===== config.mk =====
export PLATFORM = sky130hd
export DESIGN_NAME = ip_codma_task_sched_flat
export DESIGN_NICKNAME = d
export VERILOG_FILES = /design/src/rtl/ip_codma_pkg.sv /design/src/rtl/ip_codma_task_sched_if.sv /design/src/rtl/ip_codma_desc_fifo.sv /design/src/rtl/ip_codma_task_sched.sv /design/src/flat_wrapper.sv
export SDC_FILE = /design/constraint.sdc
export NUM_CORES = 1
export LEC_CHECK = 0
export ABC_AREA = 0
export CAP_MARGIN = 20
export CORE_AREA = 4 4 189 191
export DETAILED_ROUTE_END_ITERATION = 12
export DIE_AREA = 0 0 193 195
export PLACE_DENSITY = 0.62
export SYNTH_ARGS = -nofsm -noshare
export SYNTH_HDL_FRONTEND = slang
export SYNTH_SLANG_ARGS = --single-unit

===== constraint.sdc =====
create_clock -name clk_i -period 2.49 [get_ports clk_i]
set_input_delay 0.3735 -clock clk_i [delete_from_list [all_inputs] [get_ports clk_i]]
set_output_delay 0.3735 -clock clk_i [all_outputs]
set_load 0.02 [all_outputs]

===== src/rtl/ip_codma_pkg.sv =====
// ip_codma_pkg: shared types for the CODMA block and its task scheduler.
// Holds scheduler FSM states, descriptor layout and the CODMA CPU bundle.
package ip_codma_pkg;

  localparam int SCHED_START_TIMEOUT = 16;

  typedef enum logic [2:0] {
    S_IDLE,
    S_LAUNCH,
    S_RUN,
    S_DRAIN,
    S_STOP
  } sched_state_t;

  typedef struct packed {
    logic [31:0] task_ptr;
    logic [31:0] status_ptr;
  } task_desc_t;

  typedef struct packed {
    logic        start;
    logic        stop;
    logic [31:0] task_pointer;
    logic [31:0] status_pointer;
    logic        busy;
    logic        irq;
  } cpu_interface_t;

endpackage


===== src/rtl/ip_codma_task_sched_if.sv =====
// ip_codma_task_sched_if: descriptor push handshake into the scheduler.
// The CPU side is the master, the scheduler FIFO is the slave.
interface ip_codma_task_sched_if;

  logic        req_valid_i;
  logic        req_ready_o;
  logic [31:0] req_task_ptr_i;
  logic [31:0] req_status_ptr_i;

  modport master (
    output req_valid_i,
    output req_task_ptr_i,
    output req_status_ptr_i,
    input  req_ready_o
  );

  modport slave (
    input  req_valid_i,
    input  req_task_ptr_i,
    input  req_status_ptr_i,
    output req_ready_o
  );

endinterface


===== src/rtl/ip_codma_desc_fifo.sv =====
// ip_codma_desc_fifo: small synchronous FIFO of task descriptors.
// Flush dominates push/pop; level_nxt lets the parent register status.
module ip_codma_desc_fifo
  import ip_codma_pkg::*;
#(
  parameter int DEPTH = 4
) (
  input  logic                   clk_i,
  input  logic                   reset_n_i,
  input  logic                   push,
  input  logic                   pop,
  input  logic                   flush,
  input  task_desc_t             wdata,
  output task_desc_t             rdata,
  output logic [$clog2(DEPTH):0] level,
  output logic [$clog2(DEPTH):0] level_nxt,
  output logic                   full,
  output logic                   empty
);

  localparam int AW = $clog2(DEPTH);
  localparam int LW = AW + 1;

  task_desc_t    mem [DEPTH];
  logic [AW-1:0] wptr;
  logic [AW-1:0] rptr;

  assign rdata = mem[rptr];
  assign full  = (level == LW'(DEPTH));
  assign empty = (level == '0);

  always_comb begin
    level_nxt = level;
    if (flush) begin
      level_nxt = '0;
    end else if (push && !pop) begin
      level_nxt = level + LW'(1);
    end else if (pop && !push) begin
      level_nxt = level - LW'(1);
    end
  end

  always_ff @(posedge clk_i or negedge reset_n_i) begin
    if (!reset_n_i) begin
      wptr  <= '0;
      rptr  <= '0;
      level <= '0;
    end else begin
      level <= level_nxt;
      if (flush) begin
        wptr <= '0;
        rptr <= '0;
      end else begin
        if (push) wptr <= wptr + AW'(1);
        if (pop)  rptr <= rptr + AW'(1);
      end
    end
  end

  always_ff @(posedge clk_i) begin
    if (push && !flush) mem[wptr] <= wdata;
  end

endmodule


===== src/rtl/ip_codma_task_sched.sv =====
// ip_codma_task_sched: queues CODMA task descriptors and launches them
// one at a time through the start/busy/irq/stop handshake.
module ip_codma_task_sched
  import ip_codma_pkg::*;
#(
  parameter int DEPTH         = 4,
  parameter int START_TIMEOUT = SCHED_START_TIMEOUT,
  parameter int CNT_W         = 16
) (
  input  logic                   clk_i,
  input  logic                   reset_n_i,
  ip_codma_task_sched_if.slave   req,
  input  logic                   abort_i,
  output logic [$clog2(DEPTH):0] fifo_level_o,
  output logic                   sched_busy_o,
  output logic                   done_o,
  output logic [CNT_W-1:0]       done_count_o,
  output logic                   launch_err_o,
  output logic                   aborted_o,
  output logic                   dma_start_o,
  output logic                   dma_stop_o,
  output logic [31:0]            dma_task_ptr_o,
  output logic [31:0]            dma_status_ptr_o,
  input  logic                   dma_busy_i,
  input  logic                   dma_irq_i
);

  localparam int LW = $clog2(DEPTH) + 1;
  localparam int TW = $clog2(START_TIMEOUT + 1);

  sched_state_t   state_q, state_n;
  logic [TW-1:0]  tmo_q, tmo_n;
  logic [CNT_W-1:0] cnt_q, cnt_n;
  task_desc_t     desc_q, desc_n, head;
  logic           start_q, start_n;
  logic           stop_q, stop_n;
  logic           done_q, done_n;
  logic           err_q, err_n;
  logic           abt_q, abt_n;
  logic           rdy_q, busy_q;
  logic           push, pop, flush;
  logic           full, empty, tmo_hit;
  logic [LW-1:0]  level_nxt;
  cpu_interface_t cpu;

  always_comb begin
    cpu.start          = start_q;
    cpu.stop           = stop_q;
    cpu.task_pointer   = desc_q.task_ptr;
    cpu.status_pointer = desc_q.status_ptr;
    cpu.busy           = dma_busy_i;
    cpu.irq            = dma_irq_i;
  end

  assign dma_start_o      = cpu.start;
  assign dma_stop_o       = cpu.stop;
  assign dma_task_ptr_o   = cpu.task_pointer;
  assign dma_status_ptr_o = cpu.status_pointer;

  assign req.req_ready_o = rdy_q;
  assign sched_busy_o    = busy_q;
  assign done_o          = done_q;
  assign done_count_o    = cnt_q;
  assign launch_err_o    = err_q;
  assign aborted_o       = abt_q;

  // a push coinciding with abort is dropped even though ready was shown
  assign push    = req.req_valid_i && rdy_q && !abort_i;
  assign tmo_hit = (tmo_q == TW'(START_TIMEOUT - 1));

  ip_codma_desc_fifo #(
    .DEPTH (DEPTH)
  ) u_fifo (
    .clk_i     (clk_i),
    .reset_n_i (reset_n_i),
    .push      (push),
    .pop       (pop),
    .flush     (flush),
    .wdata     ('{task_ptr: req.req_task_ptr_i,
                  status_ptr: req.req_status_ptr_i}),
    .rdata     (head),
    .level     (fifo_level_o),
    .level_nxt (level_nxt),
    .full      (full),
    .empty     (empty)
  );

  always_ff @(posedge clk_i or negedge reset_n_i) begin
    if (!reset_n_i) begin
      state_q <= S_IDLE;
      tmo_q   <= '0;
      cnt_q   <= '0;
      desc_q  <= '0;
      start_q <= 1'b0;
      stop_q  <= 1'b0;
      done_q  <= 1'b0;
      err_q   <= 1'b0;
      abt_q   <= 1'b0;
      rdy_q   <= 1'b0;
      busy_q  <= 1'b0;
    end else begin
      state_q <= state_n;
      tmo_q   <= tmo_n;
      cnt_q   <= cnt_n;
      desc_q  <= desc_n;
      start_q <= start_n;
      stop_q  <= stop_n;
      done_q  <= done_n;
      err_q   <= err_n;
      abt_q   <= abt_n;
      rdy_q   <= (level_nxt != LW'(DEPTH)) && (state_n != S_STOP);
      busy_q  <= (state_n != S_IDLE) || (level_nxt != '0);
    end
  end

  always_comb begin
    state_n = state_q;
    unique case (state_q)
      S_IDLE:
        if (!abort_i && !empty && !cpu.busy) state_n = S_LAUNCH;
      S_LAUNCH:
        if (abort_i)       state_n = S_STOP;
        else if (cpu.busy) state_n = S_RUN;
        else if (tmo_hit)  state_n = S_IDLE;
      S_RUN:
        if (abort_i)      state_n = S_STOP;
        else if (cpu.irq) state_n = S_DRAIN;
      S_DRAIN:
        if (abort_i)        state_n = S_STOP;
        else if (!cpu.busy) state_n = S_IDLE;
      S_STOP:
        if (!cpu.busy) state_n = S_IDLE;
      default: state_n = S_IDLE;
    endcase
  end

  always_comb begin
    pop     = 1'b0;
    flush   = 1'b0;
    start_n = 1'b0;
    stop_n  = 1'b0;
    done_n  = 1'b0;
    err_n   = 1'b0;
    abt_n   = 1'b0;
    desc_n  = desc_q;
    cnt_n   = cnt_q;
    tmo_n   = tmo_q;
    unique case (state_q)
      S_IDLE:
        if (abort_i) begin
          flush = 1'b1;
          abt_n = 1'b1;
        end else if (!empty && !cpu.busy) begin
          pop     = 1'b1;
          desc_n  = head;
          start_n = 1'b1;
          tmo_n   = '0;
        end
      S_LAUNCH:
        if (abort_i) begin
          flush  = 1'b1;
          stop_n = 1'b1;
        end else if (tmo_hit && !cpu.busy) begin
          err_n = 1'b1;
        end else if (!cpu.busy) begin
          start_n = 1'b1;
          tmo_n   = tmo_q + TW'(1);
        end
      S_RUN: begin
        // irq still completes the task when abort lands on the same cycle
        if (cpu.irq) begin
          done_n = 1'b1;
          cnt_n  = cnt_q + CNT_W'(1);
        end
        if (abort_i) begin
          flush  = 1'b1;
          stop_n = 1'b1;
        end
      end
      S_DRAIN:
        if (abort_i) begin
          flush  = 1'b1;
          stop_n = 1'b1;
        end
      S_STOP:
        if (cpu.busy) stop_n = 1'b1;
        else          abt_n  = 1'b1;
      default: ;
    endcase
  end

endmodule

===== src/flat_wrapper.sv =====
// flat-port wrapper written by rule: the top's interface ports become plain ports
module ip_codma_task_sched_flat import ip_codma_pkg::*;
#(
  parameter int DEPTH         = 4,
  parameter int START_TIMEOUT = SCHED_START_TIMEOUT,
  parameter int CNT_W         = 16
)
  (clk_i, reset_n_i, abort_i, fifo_level_o, sched_busy_o, done_o, done_count_o, launch_err_o, aborted_o, dma_start_o, dma_stop_o, dma_task_ptr_o, dma_status_ptr_o, dma_busy_i, dma_irq_i, req_req_valid_i, req_req_task_ptr_i, req_req_status_ptr_i, req_req_ready_o);
  ip_codma_task_sched_if req_i ();
  input  logic clk_i;
  input  logic reset_n_i;
  input  logic abort_i;
  output logic [$clog2(DEPTH):0] fifo_level_o;
  output logic sched_busy_o;
  output logic done_o;
  output logic [CNT_W-1:0] done_count_o;
  output logic launch_err_o;
  output logic aborted_o;
  output logic dma_start_o;
  output logic dma_stop_o;
  output logic [31:0] dma_task_ptr_o;
  output logic [31:0] dma_status_ptr_o;
  input  logic dma_busy_i;
  input  logic dma_irq_i;
  input wire logic [$bits(req_i.req_valid_i)-1:0] req_req_valid_i;
  input wire logic [$bits(req_i.req_task_ptr_i)-1:0] req_req_task_ptr_i;
  input wire logic [$bits(req_i.req_status_ptr_i)-1:0] req_req_status_ptr_i;
  output wire logic [$bits(req_i.req_ready_o)-1:0] req_req_ready_o;
  assign req_i.req_valid_i = req_req_valid_i;
  assign req_i.req_task_ptr_i = req_req_task_ptr_i;
  assign req_i.req_status_ptr_i = req_req_status_ptr_i;
  assign req_req_ready_o = req_i.req_ready_o;
  ip_codma_task_sched #(.DEPTH(DEPTH), .START_TIMEOUT(START_TIMEOUT), .CNT_W(CNT_W)) u_core (.clk_i(clk_i), .reset_n_i(reset_n_i), .req(req_i), .abort_i(abort_i), .fifo_level_o(fifo_level_o), .sched_busy_o(sched_busy_o), .done_o(done_o), .done_count_o(done_count_o), .launch_err_o(launch_err_o), .aborted_o(aborted_o), .dma_start_o(dma_start_o), .dma_stop_o(dma_stop_o), .dma_task_ptr_o(dma_task_ptr_o), .dma_status_ptr_o(dma_status_ptr_o), .dma_busy_i(dma_busy_i), .dma_irq_i(dma_irq_i));
endmodule

==> metrics.md <==
| Metric | Value |
|---|---|
| Top cells by count, synth | `edfxtp_1, nand2_1, dfrtp_1` |
| Post-Synthesis Cells | `777` |
| Top cell type by total area after synthesis | `edfxtp_1` |
| Status | `finished clean` |
| Async S/R FF share, synth | `0.285` |
| Largest net degree at the start of global routing | `66` |
| Final HPWL from detailed placement | `16.6 mm` |
| ANT nets after route | `0` |
| Row count | `68` |
| R2r setup slk | `0.13 ns` |
| Die Wd | `193 um` |
| Fin crit period | `2.36 ns` |
| Clock network power share | `0.321` |
| Vert. Die Dim | `195 um` |
| Post-synth EDFFs | `256` |
| Crit share post-route | `0.947` |
| Dpl ws | `0.0321 ns` |
| Hold WC Path Type | `in2async` |
| Worst VDD drop | `0.000769 V` |
| GP Congestion | `0.768` |
| Layout cells sized above 1 | `0.165` |
| Sum Neg Setup Slack | `0 ns` |
| Post-Syn Area per Cell | `17.3 um2` |
| CTS max path bufs | `3` |
| Max Slew Vio Count | `0` |
| Drt pass-1 iters | `4` |
| CTS H-Tree Depth | `2` |
| Yosys reg bits | `358` |
| Net Count, Synth | `857` |
| Final core utilization | `0.504` |
| Max-slew headroom | `0.554` |
| P&R area growth vs syn | `28.0%` |
| CTS Root Cell | `clkbuf_16` |
| # diodes | `0` |
| RSZ-0062 raised after global routing | `false` |
| First-pass GRT wire length | `42.8 mm` |
| Vias in the first global route | `7531` |
| Worst skew pair latency | `0.51 ns` |
| Main synth FF type | `edfxtp_1` |
| Count leader, synth | `edfxtp_1` |
| Worst-Margin Slew | `0.669 ns` |
| Sequential fraction of design power | `0.434` |
| I/O pins | `160` |
| PortBufs | `159` |
| Cell Area, Synth | `13400 um2` |
| GRT overflow | `0` |
| Remaining DRCs | `0` |
| Clk slew on worst S/H paths | `0.06 ns` |
| Worst Clk Skew | `0.0169 ns` |
| P_int | `13100 uW` |
| Global Route Usage Sum | `0.146` |
| Die ar. | `37600 um2` |
| Synth top area cells | `edfxtp_1, dfrtp_1, mux4_2` |
| Worst-path fanout max | `6` |
| Yosys cell types | `39` |
| Max Fclk | `0.424 GHz` |
| Combinational power share | `0.245` |
| # nets final | `1055` |
| CTS tree | `yes` |
| Wirelength, routed | `27.2 mm` |
| Area of the core | `34100 um2` |
| Critical Path RT | `2.86 ns` |
| PnR worst setup slack | `0.132 ns` |
| Pwr/cell area | `1050 nW/um2` |
| # setup viols final | `0` |
| Num CTS Buffers | `38` |
| Cts repair resizes | `0` |
| Switching fraction of total power | `0.277` |
| Via count | `7032` |
| Synth top area share | `0.572` |
| Critical Path End Type | `flip-flop` |
| Final Hold Fails | `0` |
| Switch Pwr | `5010 uW` |
| Critical Path Source Type | `flip-flop` |
| 1st-iter DRT viols | `341` |
| Initial antenna violation count | `0` |
| Via density | `4.82` |
| Crit Path Category | `reg2reg` |
| Leakage power total | `0.00636 uW` |
| Clk sink count | `358` |
| CP arrival | `2.73 ns` |
| Max Cap Viol | `0` |
| Initial Util | `0.394` |
| Register area share after synthesis | `0.762` |
| Wirelength per Cell | `18.6 um` |
| Synth warn | `0` |
## area by class of cell
class                           count  area [um2]
Fill cell                        2818       16900
Sequential cell                   358       10200
Multi-Input combinational cell    377        3040
Timing Repair Buffer              189        1980
Clock buffer                       54        1100
Tap cell                          455         569
Clock inverter                     16         208
Inverter                           11        41.3
## sequential cells by signal, summed over array words and instances (netlist names)
name and flops:
u_core.dma_task_ptr_o 32, u_core.u_fifo.rptr 2, u_core.u_fifo.wptr 2, u_core.dma_status_ptr_o 32, u_core.dma_start_o 1, u_core.u_fifo.level 3
u_core.aborted_o 1, u_core.state_q 3, u_core.req.req_ready_o 1, u_core.dma_stop_o 1, u_core.done_o 1, u_core.done_count_o 16
u_core.tmo_q 5, u_core.sched_busy_o 1, u_core.launch_err_o 1, u_core.u_fifo.mem 256
## cell usage in the layout, fill, tap and decap left out, types with 4 or more instances in the layout
master | netlist | layout
dfrtp_1 | 102 | 100
nand2_1 | 208 | 208
and3_1 | 6 | 6
ha_1 | 10 | 10
clkbuf_16 | 0 | 41
buf_4 | 0 | 17
inv_1 | 10 | 10
o21ai_0 | 5 | 5
edfxtp_1 | 256 | 256
mux2i_1 | 4 | 4
buf_12 | 0 | 13
xor2_1 | 8 | 8
nand3_1 | 7 | 7
bufinv_16 | 0 | 5
nor2_1 | 13 | 13
mux4_2 | 64 | 64
and2_4 | 0 | 5
clkinv_2 | 0 | 6
xnor2_1 | 12 | 12
clkdlybuf4s50_1 | 0 | 158
clkbuf_1 | 18 | 10
## kinds of logic after synthesis
kind of cell    after synthesis  share of synthesized area
fa+ha+maj                    10                    0.00931
flops                       358                      0.762
compound gates               15                    0.00717
xor+xnor                     20                     0.0130
simple gates                261                     0.0830
buf+inv                      42                     0.0127
mux                          71                      0.113
## metrics by stage
stage	area, um2	total power, uW	std cells	hold WS (ns)
2_1_floorplan	13400	10400	777	0.0779
3_3_place_gp	15900	12500	1389	0.381
3_5_place_dp	15900	12500	1389	0.387
4_1_cts	17200	18400	1460	0.404
5_1_grt	17200	19100	1460	0.425
6_report	17200	18100	1460	0.397
## worst paths after layout
check                           cells past startpoint                          end                    start
worst max-delay path                                9          u_core.sched_busy_o   u_core.u_fifo.level[0]
worst min register to register                      1      u_core.done_count_o[15]  u_core.done_count_o[15]
worst min-delay path                                2          u_core.sched_busy_o                reset_n_i
worst max register to register                      9          u_core.sched_busy_o   u_core.u_fifo.level[0]
max in group asynchronous                           3  u_core.dma_status_ptr_o[29]                reset_n_i
min in group clk_i                                  1      u_core.done_count_o[15]  u_core.done_count_o[15]
## power by group through the flow
stage	Clock, uW	Sequential [uW]	Combinational (uW)
final	5810	7860	4440
after global placement	0	7970	4500
after floorplan	0	8450	1940
after detailed placement	0	7990	4530
after global routing	6240	7970	4860
after CTS	6000	7880	4550
## timing repair
action                     in CTS  in global routing
buffers inserted                0                  0
setup endpoints to repair       0                  0
hold buffers                    1                  0
hold endpoints to repair       31                  0
## critical path, stage by stage, from the launching register on
cell,delay [ns]
dfrtp_1,0.42
inv_1,0.08
ha_1,0.20
ha_1,0.21
nor3_4,0.26
a21oi_1,0.14
o31a_1,0.31
nand2_2,0.07
inv_2,0.04
or4_1,0.49
## layer usage
layer | track usage | routed length [um]
met1 | 0.203 | 12000
met2 | 0.240 | 13300
met3 | 0.0259 | 1230
met4 | 0.0367 | 557
met5 | 0 | 0
(Power assumes the default switching activity.)
